File: config.mk
export PLATFORM = sky130hd
export DESIGN_NAME = systolic_sequencer
export DESIGN_NICKNAME = d
export VERILOG_FILES = /design/src/rtl/systolic_sequencer.sv
export SDC_FILE = /design/constraint.sdc
export NUM_CORES = 2
export LEC_CHECK = 0
export BUFFER_PORTS_ARGS = -buffer_cell sky130_fd_sc_hd__buf_4
export CORE_ASPECT_RATIO = 1.2
export CORE_MARGIN = 3
export CORE_UTILIZATION = 35
export DETAILED_ROUTE_END_ITERATION = 10
export HOLD_SLACK_MARGIN = 0.05
export RECOVER_POWER = 50
export SLEW_MARGIN = 20
export SYNTH_ARGS = -nofsm -noshare
export SYNTH_HDL_FRONTEND = slang
export SYNTH_SLANG_ARGS = --single-unit
export TNS_END_PERCENT = 50
File: constraint.sdc
create_clock -name clk_i -period 2.5 [get_ports clk_i]
set_input_delay 0.375 -clock clk_i [delete_from_list [all_inputs] [get_ports clk_i]]
set_output_delay 0.375 -clock clk_i [all_outputs]
set_load 0.005 [all_outputs]
File: src/rtl/systolic_sequencer.sv
// Job sequencer for an N x N output-stationary systolic array: clears the PEs,
// feeds K skewed operand beats, drains the wavefront and holds results until acked.
module systolic_sequencer #(
  parameter int N  = 16,
  parameter int KW = 16
) (
  input  logic            clk_i,
  input  logic            rst_ni,
  input  logic            start_i,
  input  logic [KW-1:0]   k_len_i,
  output logic            busy_o,
  input  logic            a_valid_i,
  output logic            a_ready_o,
  input  logic [N*8-1:0]  a_col_i,
  input  logic [N*8-1:0]  b_row_i,
  output logic            arr_clear_o,
  output logic            arr_process_o,
  output logic [N*8-1:0]  arr_a_o,
  output logic [N*8-1:0]  arr_b_o,
  output logic            done_o,
  input  logic            result_ack_i
);

  localparam logic [2:0] IDLE  = 3'd0;
  localparam logic [2:0] CLEAR = 3'd1;
  localparam logic [2:0] FEED  = 3'd2;
  localparam logic [2:0] DRAIN = 3'd3;
  localparam logic [2:0] DONE  = 3'd4;

  localparam int DW = $clog2(2 * N);
  localparam logic [DW-1:0] DRAIN_LAST = DW'(2 * N - 2);

  logic [2:0]    state_q, state_d;
  logic [KW-1:0] kReg_q, kReg_d;
  logic [KW-1:0] beatCnt_q, beatCnt_d;
  logic [DW-1:0] drainCnt_q, drainCnt_d;
  logic          beatAccept;

  assign beatAccept = a_valid_i && (state_q == FEED);

  always_comb begin
    state_d    = state_q;
    kReg_d     = kReg_q;
    beatCnt_d  = beatCnt_q;
    drainCnt_d = drainCnt_q;
    case (state_q)
      IDLE: begin
        if (start_i) begin
          kReg_d  = k_len_i;
          state_d = CLEAR;
        end
      end
      CLEAR: begin
        beatCnt_d  = '0;
        drainCnt_d = DRAIN_LAST;
        state_d    = (kReg_q != '0) ? FEED : DRAIN;
      end
      FEED: begin
        if (beatAccept) begin
          beatCnt_d = beatCnt_q + KW'(1);
          if (beatCnt_q == kReg_q - KW'(1)) begin
            state_d = DRAIN;
          end
        end
      end
      DRAIN: begin
        // Down-counter spans the full 2N-1 cycle diagonal wavefront.
        if (drainCnt_q == '0) begin
          state_d = DONE;
        end else begin
          drainCnt_d = drainCnt_q - DW'(1);
        end
      end
      DONE: begin
        if (result_ack_i) begin
          state_d = IDLE;
        end
      end
      default: state_d = IDLE;
    endcase
  end

  always_ff @(posedge clk_i or negedge rst_ni) begin
    if (!rst_ni) begin
      state_q    <= IDLE;
      kReg_q     <= '0;
      beatCnt_q  <= '0;
      drainCnt_q <= '0;
    end else begin
      state_q    <= state_d;
      kReg_q     <= kReg_d;
      beatCnt_q  <= beatCnt_d;
      drainCnt_q <= drainCnt_d;
    end
  end

  assign busy_o        = (state_q != IDLE);
  assign a_ready_o     = (state_q == FEED);
  assign arr_clear_o   = (state_q == CLEAR);
  assign arr_process_o = (state_q == FEED) || (state_q == DRAIN);
  assign done_o        = (state_q == DONE);

  // Lane i holds i+1 stages so operands enter the array diagonally aligned.
  for (genvar i = 0; i < N; i++) begin : gLane
    logic [7:0] aPipe_q [0:i];
    logic [7:0] bPipe_q [0:i];

    always_ff @(posedge clk_i or negedge rst_ni) begin
      if (!rst_ni) begin
        for (int s = 0; s <= i; s++) begin
          aPipe_q[s] <= '0;
          bPipe_q[s] <= '0;
        end
      end else if (state_q == CLEAR) begin
        for (int s = 0; s <= i; s++) begin
          aPipe_q[s] <= '0;
          bPipe_q[s] <= '0;
        end
      end else begin
        aPipe_q[0] <= beatAccept ? a_col_i[i*8 +: 8] : 8'h00;
        bPipe_q[0] <= beatAccept ? b_row_i[i*8 +: 8] : 8'h00;
        for (int s = 1; s <= i; s++) begin
          aPipe_q[s] <= aPipe_q[s-1];
          bPipe_q[s] <= bPipe_q[s-1];
        end
      end
    end

    assign arr_a_o[i*8 +: 8] = aPipe_q[i];
    assign arr_b_o[i*8 +: 8] = bPipe_q[i];
  end

endmodule

==> metrics.md <==
| Metric | Value |
|---|---|
| Share of cells above drive strength 1 | `0.171` |
| Async SR Flop Fraction | `1.00` |
| Sw Pwr | `19.2 mW` |
| DP HPWL | `75700 um` |
| TNS Setup | `0 ns` |
| Fin util | `0.429` |
| Avg Cell Area, Syn | `14.4 um2` |
| Slew @ Worst Pin | `1.67 ns` |
| Final Cycle Share | `0.938` |
| Final min period | `2.35 ns` |
| Internal | `63.2 mW` |
| Clock Tree Buf Depth | `3` |
| I/O pin total | `538` |
| Post-synth EDFFs | `0` |
| Total number of vias | `34600` |
| Fin Clk Skew | `0.0270 ns` |
| Antenna viol nets, final | `0` |
| Flop pwr share | `0.507` |
| Final GP Congestion | `0.796` |
| Gr ovfl total | `0` |
| Placed cell area | `79400 um2` |
| Critical Path AT | `1.97 ns` |
| Worst slew margin | `-0.111` |
| Initial antenna violation count | `16` |
| Clock Power Share | `0.389` |
| Critical-path top delay cell | `dfrtp_2` |
| Status | `complete, but fails checks` |
| Crit path max fanout | `37` |
| Mapped Area | `73200 um2` |
| Die span in y | `507 um` |
| RSZ-0062 raised after global routing | `false` |
| Crit. End Element | `primary output` |
| Max-cap violations | `2` |
| Via/cell ratio | `3.99` |
| Fin. Hold Viols | `0` |
| Layout overhead on the synthesized area | `21.5%` |
| Largest stage delay, worst path | `0.50 ns` |
| Buf/Inv on CP | `2` |
| CTS Root Cell | `clkbuf_16` |
| Final #Nets | `6013` |
| Worst-path cell chain | `nor2_4 -> nand2_4 -> inv_16 -> buf_4` |
| Initial DRT Pass Iterations | `4` |
| Synth warn | `0` |
| First-pass GRT wire length | `201000 um` |
| Peak VDD IR | `604 uV` |
| Synth Instances | `5089` |
| DIE WIDTH | `424 um` |
| Worst Path Required | `2.12 ns` |
| Num CTS Buffers | `208` |
| Post-synthesis sequential area ratio | `0.757` |
| Leakage power | `47.0 nW` |
| Slew Limit Fails | `144` |
| Buffers on Ports | `537` |
| Core Box Area | `208000 um2` |
| H-tree depth | `4` |
| Cell family with most CP delay | `flip-flops` |
| Worst Hold Margin | `0.147 ns` |
| Net Count, Synth | `5370` |
| Sw Ratio | `0.233` |
| Vias in the first global route | `35900` |
| TritonCTS Sinks | `2216` |
| Iter 0 DRT Violations | `1796` |
| Flops & latches, synth | `2216` |
| Clock slew at reported path FFs | `0.06 ns` |
| Power Dens Cells | `926 nW/um2` |
| DRC | `0` |
| Startpoint Class | `register` |
| Main synth FF type | `dfrtp_1` |
| Initial core utilization | `0.353` |
| Total Wirelength | `123000 um` |
| Die area | `215000 um2` |
| Setup violators final | `0` |
| CTS tree | `built` |
| Average wire per standard cell | `14.2 um` |
| Post-route cell area | `89000 um2` |
| Crit path kind | `reg -> out` |
| Failing checks | `capacitance limit, slew limit` |
| Worst-Skew Late Latency | `0.83 ns` |
| Total power | `82.4 mW` |
| Min-Delay Path Class | `in -> async` |
| Overall routing resource usage | `0.117` |
| Logic pwr share | `0.104` |
| Pin count of the biggest net entering global routing | `160` |
| Fmax | `426 MHz` |
| Row count | `183` |
| Cell variety after synth | `52` |
## metal layers
| layer | track usage | routed length (um) | up-vias |
|---|---|---|---|
| li1 | - | - | 16500 |
| met2 | 0.186 | 58900 | 584 |
| met1 | 0.157 | 54600 | 17300 |
| met4 | 0.0410 | 3580 | 8 |
| met5 | 0 | 42 | - |
| met3 | 0.0290 | 5870 | 248 |
## Yosys cell counts (11+ instances only)
cell type / number / share of area
dfrtp_1: 2216 / 0.76
nor2b_1: 1924 / 0.16
and2_1: 256 / 0.022
clkbuf_1: 246 / 0.013
buf_4: 240 / 0.025
nor2_1: 22 / 0.0011
xnor2_1: 22 / 0.0026
o21ai_0: 21 / 0.0014
nand2_1: 19 / 0.00097
mux2_2: 14 / 0.0022
xor2_1: 12 / 0.0014
nor3_1: 11 / 0.00075
## kinds of logic after synthesis
family          Yosys count  share of synthesized area
compound gates           42                    0.00379
xor+xnor                 34                    0.00407
fa+ha+maj                 4                   0.000684
buf+inv                 502                     0.0383
flops                  2216                      0.757
mux                      14                    0.00215
simple gates           2277                      0.194
## metrics by stage
step / worst slack [ns] / instances
after floorplan: 0.482 / 5089
after global placement: 0.251 / 8020
after detailed placement: 0.270 / 8020
after CTS: 0.0258 / 8680
after global routing: 0.0119 / 8684
final: 0.154 / 8686
## cells in the final DEF, fill, tap and decap left out, types with 10 or more instances in the layout
cell           synthesis  layout
and2_1               256     253
buf_12                 0      24
buf_4                240     562
bufinv_16              0      18
clkbuf_1             246      57
clkbuf_16              0     211
clkbuf_2               0      25
clkbuf_4               1      15
clkbuf_8               0      43
clkinv_2               0      42
clkinvlp_4             0      10
dfrtp_1             2216    2213
dlygate4sd3_1          0     276
mux2_2                14      14
nand2_1               19      18
nand3_1               10      10
nor2_1                22      21
nor2b_1             1924    1923
nor3_1                11      11
o21ai_0               21      21
xnor2_1               22      22
xor2_1                12      12
## path summary, 6_finish.rpt
check / from / depth (start not counted) / slack (ns) / end
min in group clk_i: start_i / 6 / 0.29 / state_q[0]
hold reg to reg: gLane[8].bPipe_q[34] / 1 / 0.44 / gLane[8].bPipe_q[26]
max in group asynchronous: rst_ni / 5 / 0.22 / gLane[15].aPipe_q[91]
setup reg to reg: state_q[2] / 6 / 0.22 / gLane[11].aPipe_q[65]
setup / recovery: state_q[2] / 4 / 0.15 / arr_clear_o
hold / removal: rst_ni / 2 / 0.15 / gLane[11].aPipe_q[92]
## state kept, by name (all words and copies together) (netlist names)
| name | count |
|---|---|
| gLane.bPipe_q | 968 |
| kReg_q | 16 |
| arr_b_o | 120 |
| arr_a_o | 120 |
| beatCnt_q | 16 |
| state_q | 3 |
| drainCnt_q | 5 |
| gLane.aPipe_q | 968 |
## power groups by stage
stage	Combinational [mW]	Clock, mW	Sequential (mW)
detailed placement	8.53	0	42.4
global route	9.69	34.8	42.2
floorplan	5.78	0	41.8
CTS	8.97	33.3	41.8
global placement	8.30	0	42.3
finish	8.55	32.1	41.7
## final cells by class
class | count | area (um2)
multi-input cells | 2371 | 15000
diodes | 6 | 15.0
well taps | 2775 | 3470
repair inverters | 1 | 8.76
clock inverters | 92 | 1160
fillers | 18600 | 119000
inverters | 10 | 53.8
clock buffers | 291 | 6010
flip-flops and latches | 2216 | 55500
repair buffers | 924 | 7810
## what timing repair did
item,4_1_cts,5_1_grt
gates resized for setup,13,0
setup buffers,1,0
hold buffers,276,0
setup endpoints to repair,2,0
hold endpoints to repair,1033,0
Note: power is estimated with default switching activity, not from simulation.
